$ cat src/rtl/instr_fetch_ctrl_pkg.sv
// rtl/instr_fetch_ctrl_pkg.sv - shared types and constants for the instruction fetch controller
package instr_fetch_ctrl_pkg;

  localparam int ADDR_W  = 8;
  localparam int DATA_W  = 32;
  localparam int PC_STEP = 4;

  typedef enum logic [1:0] {
    IDLE  = 2'd0,
    FETCH = 2'd1,
    DRAIN = 2'd2
  } fetch_state_t;

  typedef struct packed {
    logic [ADDR_W-1:0] pc;
    logic [DATA_W-1:0] instr;
  } fetch_entry_t;

endpackage

$ cat src/rtl/instr_fetch_ctrl_if.sv
// rtl/instr_fetch_ctrl_if.sv - control, memory and decode-side signals of the fetch controller
interface instr_fetch_ctrl_if;
  import instr_fetch_ctrl_pkg::*;

  logic              start;
  logic              stop;
  logic              redir_valid;
  logic [ADDR_W-1:0] redir_pc;
  logic [ADDR_W-1:0] imem_addr;
  logic [DATA_W-1:0] imem_rd;
  logic              out_valid;
  logic              out_ready;
  logic [DATA_W-1:0] out_instr;
  logic [ADDR_W-1:0] out_pc;
  logic              busy;

  modport master (
    output start, stop, redir_valid, redir_pc, imem_rd, out_ready,
    input  imem_addr, out_valid, out_instr, out_pc, busy
  );

  modport slave (
    input  start, stop, redir_valid, redir_pc, imem_rd, out_ready,
    output imem_addr, out_valid, out_instr, out_pc, busy
  );

endinterface

$ cat src/rtl/instr_fetch_ctrl_fifo.sv
// rtl/instr_fetch_ctrl_fifo.sv - small fetch buffer with flush and registered head entry
module instr_fetch_ctrl_fifo
  import instr_fetch_ctrl_pkg::*;
#(
  parameter  int DEPTH = 2,
  localparam int PTR_W = $clog2(DEPTH),
  localparam int CNT_W = PTR_W + 1
) (
  input  logic             clk,
  input  logic             reset_n,
  input  logic             push,
  input  logic             pop,
  input  logic             flush,
  input  fetch_entry_t     wr_entry,
  output logic [CNT_W-1:0] count,
  output logic             head_valid,
  output fetch_entry_t     head
);

  fetch_entry_t     mem [DEPTH];
  logic [PTR_W-1:0] rd_ptr;
  logic [PTR_W-1:0] wr_ptr;
  logic [CNT_W-1:0] count_next;

  // occupancy after this cycle's push/pop
  always_comb begin
    count_next = count + CNT_W'(push) - CNT_W'(pop);
  end

  // storage array; no reset needed since the head register masks stale slots
  always_ff @(posedge clk) begin
    if (push && !flush) begin
      mem[wr_ptr] <= wr_entry;
    end
  end

  // pointers, count and the registered head (next entry, or bypassed write when it becomes head)
  always_ff @(posedge clk or negedge reset_n) begin
    if (!reset_n) begin
      rd_ptr     <= '0;
      wr_ptr     <= '0;
      count      <= '0;
      head_valid <= 1'b0;
      head       <= '0;
    end else if (flush) begin
      rd_ptr     <= '0;
      wr_ptr     <= '0;
      count      <= '0;
      head_valid <= 1'b0;
    end else begin
      if (push) begin
        wr_ptr <= wr_ptr + 1'b1;
      end
      if (pop) begin
        rd_ptr <= rd_ptr + 1'b1;
      end
      count      <= count_next;
      head_valid <= (count_next != '0);
      if (push && ((count == '0) || (pop && count == CNT_W'(1)))) begin
        head <= wr_entry;
      end else if (pop && count >= CNT_W'(2)) begin
        head <= mem[rd_ptr + 1'b1];
      end
    end
  end

endmodule

$ cat src/rtl/instr_fetch_ctrl.sv
// rtl/instr_fetch_ctrl.sv - PC sequencing, start/stop FSM and redirect handling for instruction fetch
module instr_fetch_ctrl
  import instr_fetch_ctrl_pkg::*;
#(
  parameter int                DEPTH    = 2,
  parameter logic [ADDR_W-1:0] RESET_PC = '0
) (
  input  logic               clk,
  input  logic               reset_n,
  instr_fetch_ctrl_if.slave  bus
);

  localparam int CNT_W = $clog2(DEPTH) + 1;

  fetch_state_t      state;
  logic              busy_q;
  logic [ADDR_W-1:0] pc;
  logic [CNT_W-1:0]  count;
  logic              head_valid;
  fetch_entry_t      head;
  fetch_entry_t      wr_entry;
  logic              push;
  logic              pop;

  // a full buffer may still take a new word when the head leaves in the same cycle
  always_comb begin
    pop      = head_valid & bus.out_ready;
    push     = (state == FETCH) & ~bus.redir_valid & ((count < CNT_W'(DEPTH)) | pop);
    wr_entry = '{pc: pc, instr: bus.imem_rd};
  end

  // FSM with registered busy; pc follows redirect first, then sequential fetch
  always_ff @(posedge clk or negedge reset_n) begin
    if (!reset_n) begin
      state  <= IDLE;
      busy_q <= 1'b0;
      pc     <= RESET_PC;
    end else begin
      if (bus.redir_valid) begin
        pc <= bus.redir_pc & ~ADDR_W'(3);
      end else if (push) begin
        pc <= pc + ADDR_W'(PC_STEP);
      end
      unique case (state)
        IDLE: begin
          if (bus.start) begin
            state  <= FETCH;
            busy_q <= 1'b1;
          end
        end
        FETCH: begin
          if (bus.stop) begin
            state <= DRAIN;
          end
        end
        DRAIN: begin
          if (count == '0) begin
            state  <= IDLE;
            busy_q <= 1'b0;
          end
        end
        default: begin
          state  <= IDLE;
          busy_q <= 1'b0;
        end
      endcase
    end
  end

  instr_fetch_ctrl_fifo #(.DEPTH(DEPTH)) u_fifo (
    .clk        (clk),
    .reset_n    (reset_n),
    .push       (push),
    .pop        (pop),
    .flush      (bus.redir_valid),
    .wr_entry   (wr_entry),
    .count      (count),
    .head_valid (head_valid),
    .head       (head)
  );

  assign bus.imem_addr = pc;
  assign bus.out_valid = head_valid;
  assign bus.out_instr = head.instr;
  assign bus.out_pc    = head.pc;
  assign bus.busy      = busy_q;

endmodule

$ cat src/flat_wrapper.sv
// flat-port wrapper written by rule: the top's interface ports become plain ports
module instr_fetch_ctrl_flat import instr_fetch_ctrl_pkg::*;
#(
  parameter int                DEPTH    = 2,
  parameter logic [ADDR_W-1:0] RESET_PC = '0
)
  (clk, reset_n, bus_start, bus_stop, bus_redir_valid, bus_redir_pc, bus_imem_rd, bus_out_ready, bus_imem_addr, bus_out_valid, bus_out_instr, bus_out_pc, bus_busy);
  instr_fetch_ctrl_if bus_i ();
  input  logic clk;
  input  logic reset_n;
  input wire logic [$bits(bus_i.start)-1:0] bus_start;
  input wire logic [$bits(bus_i.stop)-1:0] bus_stop;
  input wire logic [$bits(bus_i.redir_valid)-1:0] bus_redir_valid;
  input wire logic [$bits(bus_i.redir_pc)-1:0] bus_redir_pc;
  input wire logic [$bits(bus_i.imem_rd)-1:0] bus_imem_rd;
  input wire logic [$bits(bus_i.out_ready)-1:0] bus_out_ready;
  output wire logic [$bits(bus_i.imem_addr)-1:0] bus_imem_addr;
  output wire logic [$bits(bus_i.out_valid)-1:0] bus_out_valid;
  output wire logic [$bits(bus_i.out_instr)-1:0] bus_out_instr;
  output wire logic [$bits(bus_i.out_pc)-1:0] bus_out_pc;
  output wire logic [$bits(bus_i.busy)-1:0] bus_busy;
  assign bus_i.start = bus_start;
  assign bus_i.stop = bus_stop;
  assign bus_i.redir_valid = bus_redir_valid;
  assign bus_i.redir_pc = bus_redir_pc;
  assign bus_i.imem_rd = bus_imem_rd;
  assign bus_i.out_ready = bus_out_ready;
  assign bus_imem_addr = bus_i.imem_addr;
  assign bus_out_valid = bus_i.out_valid;
  assign bus_out_instr = bus_i.out_instr;
  assign bus_out_pc = bus_i.out_pc;
  assign bus_busy = bus_i.busy;
  instr_fetch_ctrl #(.DEPTH(DEPTH), .RESET_PC(RESET_PC)) u_core (.clk(clk), .reset_n(reset_n), .bus(bus_i));
endmodule
$ cat config.mk
export PLATFORM = sky130hd
export DESIGN_NAME = instr_fetch_ctrl_flat
export DESIGN_NICKNAME = d
export VERILOG_FILES = /design/src/rtl/instr_fetch_ctrl_pkg.sv /design/src/rtl/instr_fetch_ctrl_if.sv /design/src/rtl/instr_fetch_ctrl_fifo.sv /design/src/rtl/instr_fetch_ctrl.sv /design/src/flat_wrapper.sv
export SDC_FILE = /design/constraint.sdc
export NUM_CORES = 1
export LEC_CHECK = 0
export ABC_AREA = 1
export ABC_CLOCK_PERIOD_IN_PS = 3300
export CAP_MARGIN = 20
export CORE_UTILIZATION = 30
export CTS_CLUSTER_DIAMETER = 200
export CTS_CLUSTER_SIZE = 30
export DETAILED_ROUTE_END_ITERATION = 16
export HOLD_SLACK_MARGIN = 0.06
export PLACE_DENSITY = 0.57
export SYNTH_ARGS = -nofsm -noshare
export SYNTH_HDL_FRONTEND = slang
export SYNTH_HIERARCHICAL = 1
export SYNTH_SLANG_ARGS = --single-unit
$ cat constraint.sdc
create_clock -name clk -period 3.3 [get_ports clk]
set_input_delay 0.66 -clock clk [delete_from_list [all_inputs] [get_ports clk]]
set_output_delay 0.66 -clock clk [all_outputs]
set_load 0.01 [all_outputs]
==> flow_metrics.py, run 1 <==
metrics = {
    "clock_network": {
        "post_cts_resized": 0,
        "htreeDepth": 4,
        "clk_pin_slew_ns": 0.06,
        "cts_tree": "built",
        "hold_buffers": 0,
        "cts_setup_buffers": 0,
        "cts_root_buf": "clkbuf_16",
        "cts.path.max_buffers": 2,
        "numCtsBuffers": 17,
        "clkSinkCount": 134,
        "insertion_delay_ns": 0.42,
    },
    "final_layout": {
        "fin_cells": 1001,
        "fin_nets": 777,
        "syn_to_final_growth_pct": 32.3,
        "diodes": 0,
        "drive_gt1_share_pct": 8.91,
        "fill_cells": 1881,
    },
    "global_routing": {
        "grt_pass1_vias": 4215,
        "antenna_found_initial": 0,
        "grt_max_degree": 45,
        "grtUsageTotal_pct": 14.7,
        "grt_pass1_wl_um": 22200,
        "overflow": 0,
    },
    "timing": {
        "worst_pin_slew_ns": 0.739,
        "setup_viol": 0,
        "slew_violations": 0,
        "timing.final.crit_share_pct": 69.2,
        "slew_headroom_pct": 50.7,
        "fin_setup_tns_ns": 0,
        "finClkSkew_ns": 0.0116,
        "fin_crit_ns": 2.29,
        "fmax_mhz": 438,
        "rsz0062_at_grt": "no",
        "hold_viol_final": 0,
    },
    "floorplan": {
        "start_util_pct": 31.0,
        "num_rows": 50,
        "dieHeight_um": 142,
        "core-area_um2": 19000,
        "io_pins": 96,
        "die_w_um": 142,
        "dieArea_um2": 20100,
    },
    "detailed_routing": {
        "first_pass_iters": 6,
        "drtIter0Drc": 173,
        "routedWlPerCell_um": 13.5,
        "detail-route-antenna-nets": 0,
        "viasPerCell": 4.31,
        "wl_um": 13500,
        "route.detailed.drc": 0,
        "via_count": 4315,
    },
    "place": {
        "gp_congestion": 0.728,
        "numPortBuffers": 91,
        "dp_cells": 969,
        "hpwl_um": 8570,
    },
    "logic_synthesis": {
        "synth_cells": 628,
        "synth_edf_count": 80,
        "async_flop_share_pct": 40.3,
        "synth_seq_cells": 134,
        "yosysWarnings": 6,
        "synthFlopType": "edfxtp_1",
        "yosysUniqueCellTypes": 26,
        "yosysSeqAreaShare_pct": 63.9,
        "syn-mean-instance-area_um2": 9.35,
        "netlist_area_um2": 5870,
    },
    "worst_hold_path": {
        "min_path_type": "input port to asynchronous set/reset pin",
    },
    "job": {
        "drv_cap": 0,
    },
    "worst_setup_path": {
        "slowest_stage": "clkdlybuf4s50_1",
        "required_ns": 3.66,
        "critPathArrivalTime_ns": 2.64,
        "startpoint_type": "input port",
        "critPathBufInv": 4,
        "path_max_fanout": 24,
        "max_stage_delay_ns": 0.45,
        "end_kind": "flop",
        "cp_common_cell": "nand2_1",
        "cpLargestDelayFamily": "buffers and inverters",
        "path_cells": "clkdlybuf4s50_1, nand2_1, nand2_2, nand2_4, nor2_8, inv_2, nor2_4, nand2_2, buf_4, a21oi_4, buf_4, nand2_1, nand2_1",
        "path_class": "input port to flop",
    },
    "power_and_ir_drop": {
        "p_per_area_nw_per_um2": 812,
        "p_leak_nw": 3.43,
        "power.total_w": 0.00631,
        "peakVddDrop_uv": 343,
    },
    "outcome": {
        "status": "finished, final reports clean",
    },
}
==> metal layers <==
| layer | vias to the layer above | track usage, % | wire, µm |
|---|---|---|---|
| li1 | 2207 | - | - |
| met1 | 2011 | 18.5 | 6480 |
| met2 | 86 | 24.2 | 6410 |
| met3 | 11 | 4.12 | 487 |
| met4 | 0 | 4.92 | 150 |
| met5 | - | 0 | 0 |
==> metrics by stage <==
step / instance area, µm² / utilization [%] / hold WS, ns / worst slack [ns]
2_1_floorplan: 5900 / - / 0.364 / 0.0818
3_3_place_gp: 7140 / 37.7 / 0.462 / 0.599
3_5_place_dp: 7140 / 37.7 / 0.460 / 0.572
4_1_cts: 7770 / 41.0 / 0.302 / 1.00
5_1_grt: 7770 / 41.0 / 0.332 / 0.825
6_report: 7770 / 41.0 / 0.289 / 1.01
==> flip-flops by register name, indices dropped and copies added (netlist names), 2 cells and up <==
register	flops
u_core/bus.imem_addr	6
u_core/u_fifo/count	2
u_core/u_fifo/mem	80
u_core/state	2
u_core/u_fifo/head	40
==> where the power goes <==
group          switching (W)  leakage [nW]  internal [W]  total (W)
logic                0.00107          1.72      0.000850    0.00192
clock network       0.000715         0.298       0.00124    0.00195
registers           0.000268          1.41       0.00216    0.00243
total                0.00206          3.43       0.00425    0.00631
==> cell usage in the layout (no fill, tap or decap), types with 2 or more instances in the layout <==
cell type and count:
a21oi_1 2, buf_12 2, buf_4 13, bufinv_16 2
clkbuf_16 17, clkbuf_8 6, clkdlybuf4s50_1 90, clkinvlp_4 3
conb_1 8, dfrtp_1 53, edfxtp_1 80, ha_1 3
inv_1 54, inv_2 3, inv_6 2, nand2_1 274
nand2_2 5, nand3_1 53, nand4_1 3, nor2_1 5
nor2_4 4, o21ai_0 45, o21ai_1 2
==> Yosys cell counts (all sizes together), types with 3 or more instances <==
| cell type | instances | area, µm² |
|---|---|---|
| nand2 | 280 | 1070 |
| edfxtp | 80 | 2400 |
| inv | 57 | 214 |
| dfrtp | 54 | 1350 |
| nand3 | 54 | 275 |
| o21ai | 47 | 235 |
| buf | 22 | 114 |
| clkbuf | 10 | 37.5 |
| nor2 | 10 | 68.8 |
| a21oi | 4 | 27.5 |
| ha | 3 | 37.5 |
| nand4 | 3 | 18.8 |
==> worst register-to-register path, delay by kind of cell, from the launching register on <==
family	cells	cell delay (ns)
and+or+nand+nor	7	0.80
AOI/OAI and AO/OA	1	0.14
DFF	1	0.41
buffers and inverters	3	0.60
==> area by class of cell <==
type	instances	area [µm²]	share of cell area (%)
clock inverters	9	114	1.47
clock buffers	23	508	6.54
well taps	260	325	4.19
inverters	58	218	2.80
repair buffers	106	1040	13.4
multi-input cells	411	1800	23.2
flip-flops and latches	134	3750	48.3
==> final timing paths <==
kind | end | cells after the start | startpoint | slack (ns)
max in group asynchronous | u_core/u_fifo/rd_ptr | 2 | reset_n | 2.38
worst max register to register | u_core/u_fifo/head[14] | 11 | u_core/state[1] | 1.28
worst min register to register | u_core/u_fifo/head[4] | 2 | u_core/u_fifo/head[4] | 0.47
worst min-delay path | u_core/u_fifo/head[14] | 1 | reset_n | 0.29
min in group clk | u_core/u_fifo/head[4] | 2 | u_core/u_fifo/head[4] | 0.47
worst max-delay path | u_core/u_fifo/head[14] | 13 | bus_out_ready | 1.01
==> logic make-up (layout without fill, tap and decap cells) <==
logic type / after synthesis / in the layout / synth area share (%)
other: 1 / 8 / 0.0639
AO/OA/AOI/OAI: 52 / 52 / 4.60
flip-flops: 134 / 134 / 63.9
XOR/XNOR: 1 / 1 / 0.149
buffers and inverters: 90 / 196 / 6.29
AND/OR/NAND/NOR: 347 / 347 / 24.3
adder cells (fa/ha/maj): 3 / 3 / 0.639
(Power assumes the default switching activity.)
==> inputs of run 2 (changes only) <==
- ABC_CLOCK_PERIOD_IN_PS: 3300 -> 2360
- clock period: 3.3 -> 2.36 ns (I/O delays scaled with it)
==> run 2 against run 1 <==
Final area grew 0.48%; cell count increased by 0.60%; clock power increased by 27%; combinational power grew 44%; power increased by 37%; sequential power rose by 41%; clock-buffer cell count down 3; critical path type is now flop to output pin; critical endpoint is now bus_imem_addr[4]; largest cell class unchanged.
==> flow_metrics.py, run 2 (synthesized netlist as in run 1, its figures left out) <==
metrics = {
    "timing": {
        "slew_headroom_pct": 56.9,
        "finClkSkew_ns": 0.00807,
        "slew_violations": 0,
        "fmax_mhz": 479,
        "setup_viol": 0,
        "fin_setup_tns_ns": 0,
        "whs_ns": 0.474,
        "fin_crit_ns": 2.09,
        "rsz0062_at_grt": "no",
        "hold_viol_final": 0,
        "worst_slack_ns": 0.273,
        "timing.final.crit_share_pct": 88.4,
        "worst_pin_slew_ns": 0.647,
    },
    "clock_network": {
        "numCtsBuffers": 17,
        "htreeDepth": 4,
        "cts_root_buf": "clkbuf_16",
        "clkSinkCount": 134,
        "cts.path.max_buffers": 2,
        "clk_pin_slew_ns": 0.06,
        "cts_tree": "built",
        "post_cts_resized": 0,
        "insertion_delay_ns": 0.42,
    },
    "place": {
        "dpl_cell_area_um2": 7240,
        "numPortBuffers": 91,
        "dp_slack_ns": 0.0290,
        "gp_congestion": 0.749,
        "hpwl_um": 8780,
    },
    "global_routing": {
        "grt_pass1_vias": 4188,
        "grt_max_degree": 45,
        "antenna_found_initial": 0,
        "grt_pass1_wl_um": 21900,
        "overflow": 0,
        "grtUsageTotal_pct": 14.7,
    },
    "floorplan": {
        "die_w_um": 142,
        "dieArea_um2": 20100,
        "num_rows": 50,
        "dieHeight_um": 142,
        "io_pins": 96,
        "start_util_pct": 31.0,
        "core-area_um2": 19000,
    },
    "power_and_ir_drop": {
        "pwr-share-comb_pct": 31.9,
        "p_sw_share_pct": 32.9,
        "power.internal_w": 0.00582,
        "p_leak_nw": 3.44,
        "switchingPower_w": 0.00285,
        "p_per_area_nw_per_um2": 1110,
        "power.clock.fraction_pct": 28.6,
        "peakVddDrop_uv": 575,
        "seq_power_share_pct": 39.5,
    },
    "detailed_routing": {
        "route.detailed.drc": 0,
        "drtIter0Drc": 217,
        "via_count": 4337,
        "detail-route-antenna-nets": 0,
        "routedWlPerCell_um": 13.4,
        "wl_um": 13500,
        "first_pass_iters": 4,
        "wl_met2_um": 6240,
        "wl_met1_um": 6410,
        "wl_met3_um": 652,
        "highest_layer": "met4",
        "viasPerCell": 4.31,
    },
    "final_layout": {
        "largest_register_ffs": 80,
        "drive_gt1_share_pct": 8.70,
        "fin_nets": 783,
        "largest_register": "u_core/u_fifo/mem",
        "fill_cells": 1860,
        "syn_to_final_growth_pct": 32.9,
        "final_util_pct": 41.2,
        "design_area_um2": 7800,
        "final_common_cell": "nand2_1",
        "most-common-layout-cells": "nand2_1, clkdlybuf4s50_1, edfxtp_1, inv_1",
        "diodes": 0,
    },
    "outcome": {
        "status": "finished, final reports clean",
    },
    "worst_setup_path": {
        "max_stage_delay_ns": 0.62,
        "cpLargestDelayFamily": "buffers and inverters",
        "critPathBufInv": 1,
        "critPathArrivalTime_ns": 1.62,
        "r2r_start": "u_core/state[1]",
        "reg2reg_depth": 10,
        "end_kind": "output pin",
        "path_cells": "clkdlybuf4s50_1",
        "path_max_fanout": 10,
        "slowest_stage": "clkdlybuf4s50_1",
        "reg2reg_slack_ns": 0.52,
        "timing.rr.end": "u_core/u_fifo/head_valid",
        "required_ns": 1.89,
        "startpoint_type": "flop",
        "path_class": "flop to output pin",
    },
    "job": {
        "drv_cap": 0,
    },
    "worst_hold_path": {
        "min_path_type": "flop to flop",
        "worstHoldEndpoint": "u_core/u_fifo/head[39]",
        "min_path_cells": 2,
        "hold_start": "u_core/u_fifo/head[39]",
    },
}
-- run 2: cell types whose count changed in the layout (fill, tap and decap cells not counted) --
cell / delta
buf_12: +5
clkbuf_1: +3
clkbuf_8: -6
clkinv_1: +3
clkinv_2: +4
clkinvlp_4: -2
dlygate4sd3_1: +1
inv_6: -2
-- run 2: how the worst max path moves through the flow --
stage,start,end,cells past startpoint
3_5_place_dp,bus_out_ready,u_core/u_fifo/head_valid,12
6_report,u_core/bus.imem_addr[4],bus_imem_addr[4],1
2_1_floorplan,bus_out_ready,u_core/u_fifo/mem[0][0],6
4_1_cts,u_core/bus.imem_addr[4],bus_imem_addr[4],1
3_3_place_gp,bus_out_ready,u_core/u_fifo/head_valid,11
5_1_grt,u_core/bus.imem_addr[4],bus_imem_addr[4],1
-- run 2: layout make-up --
class | count | area [µm²] | share of cell area, %
flip-flops and latches | 134 | 3750 | 48.1
multi-input cells | 411 | 1800 | 23.1
repair buffers | 112 | 1150 | 14.8
clock buffers | 20 | 437 | 5.60
well taps | 260 | 325 | 4.17
inverters | 58 | 218 | 2.79
clock inverters | 12 | 113 | 1.44
-- run 2: power by group through the flow --
stage,clock (W),sequential [W],combinational [W]
2_1_floorplan,0,0.00352,0.00134
3_5_place_dp,0,0.00347,0.00279
3_3_place_gp,0,0.00346,0.00277
5_1_grt,0.00265,0.00349,0.00309
6_report,0.00248,0.00342,0.00277
4_1_cts,0.00255,0.00343,0.00281
-- run 2: routing by layer --
layer | up-vias | track usage [%]
met2 | 103 | 23.7
met5 | - | 0
met1 | 1997 | 18.4
met3 | 18 | 4.05
met4 | 0 | 6.17
li1 | 2219 | -
-- run 2: per-stage QoR --
stage               total power [W]  cells
global placement            0.00623    974
finish                      0.00866   1007
global route                0.00923   1007
CTS                         0.00878   1007
floorplan                   0.00485    635
detailed placement          0.00626    974
-- run 2: timing repair --
action | in CTS | in global routing
hold buffers | 1 | 0
endpoints found under the setup margin | 0 | 0
setup buffers | 0 | 0
endpoints found under the hold margin | 15 | 0
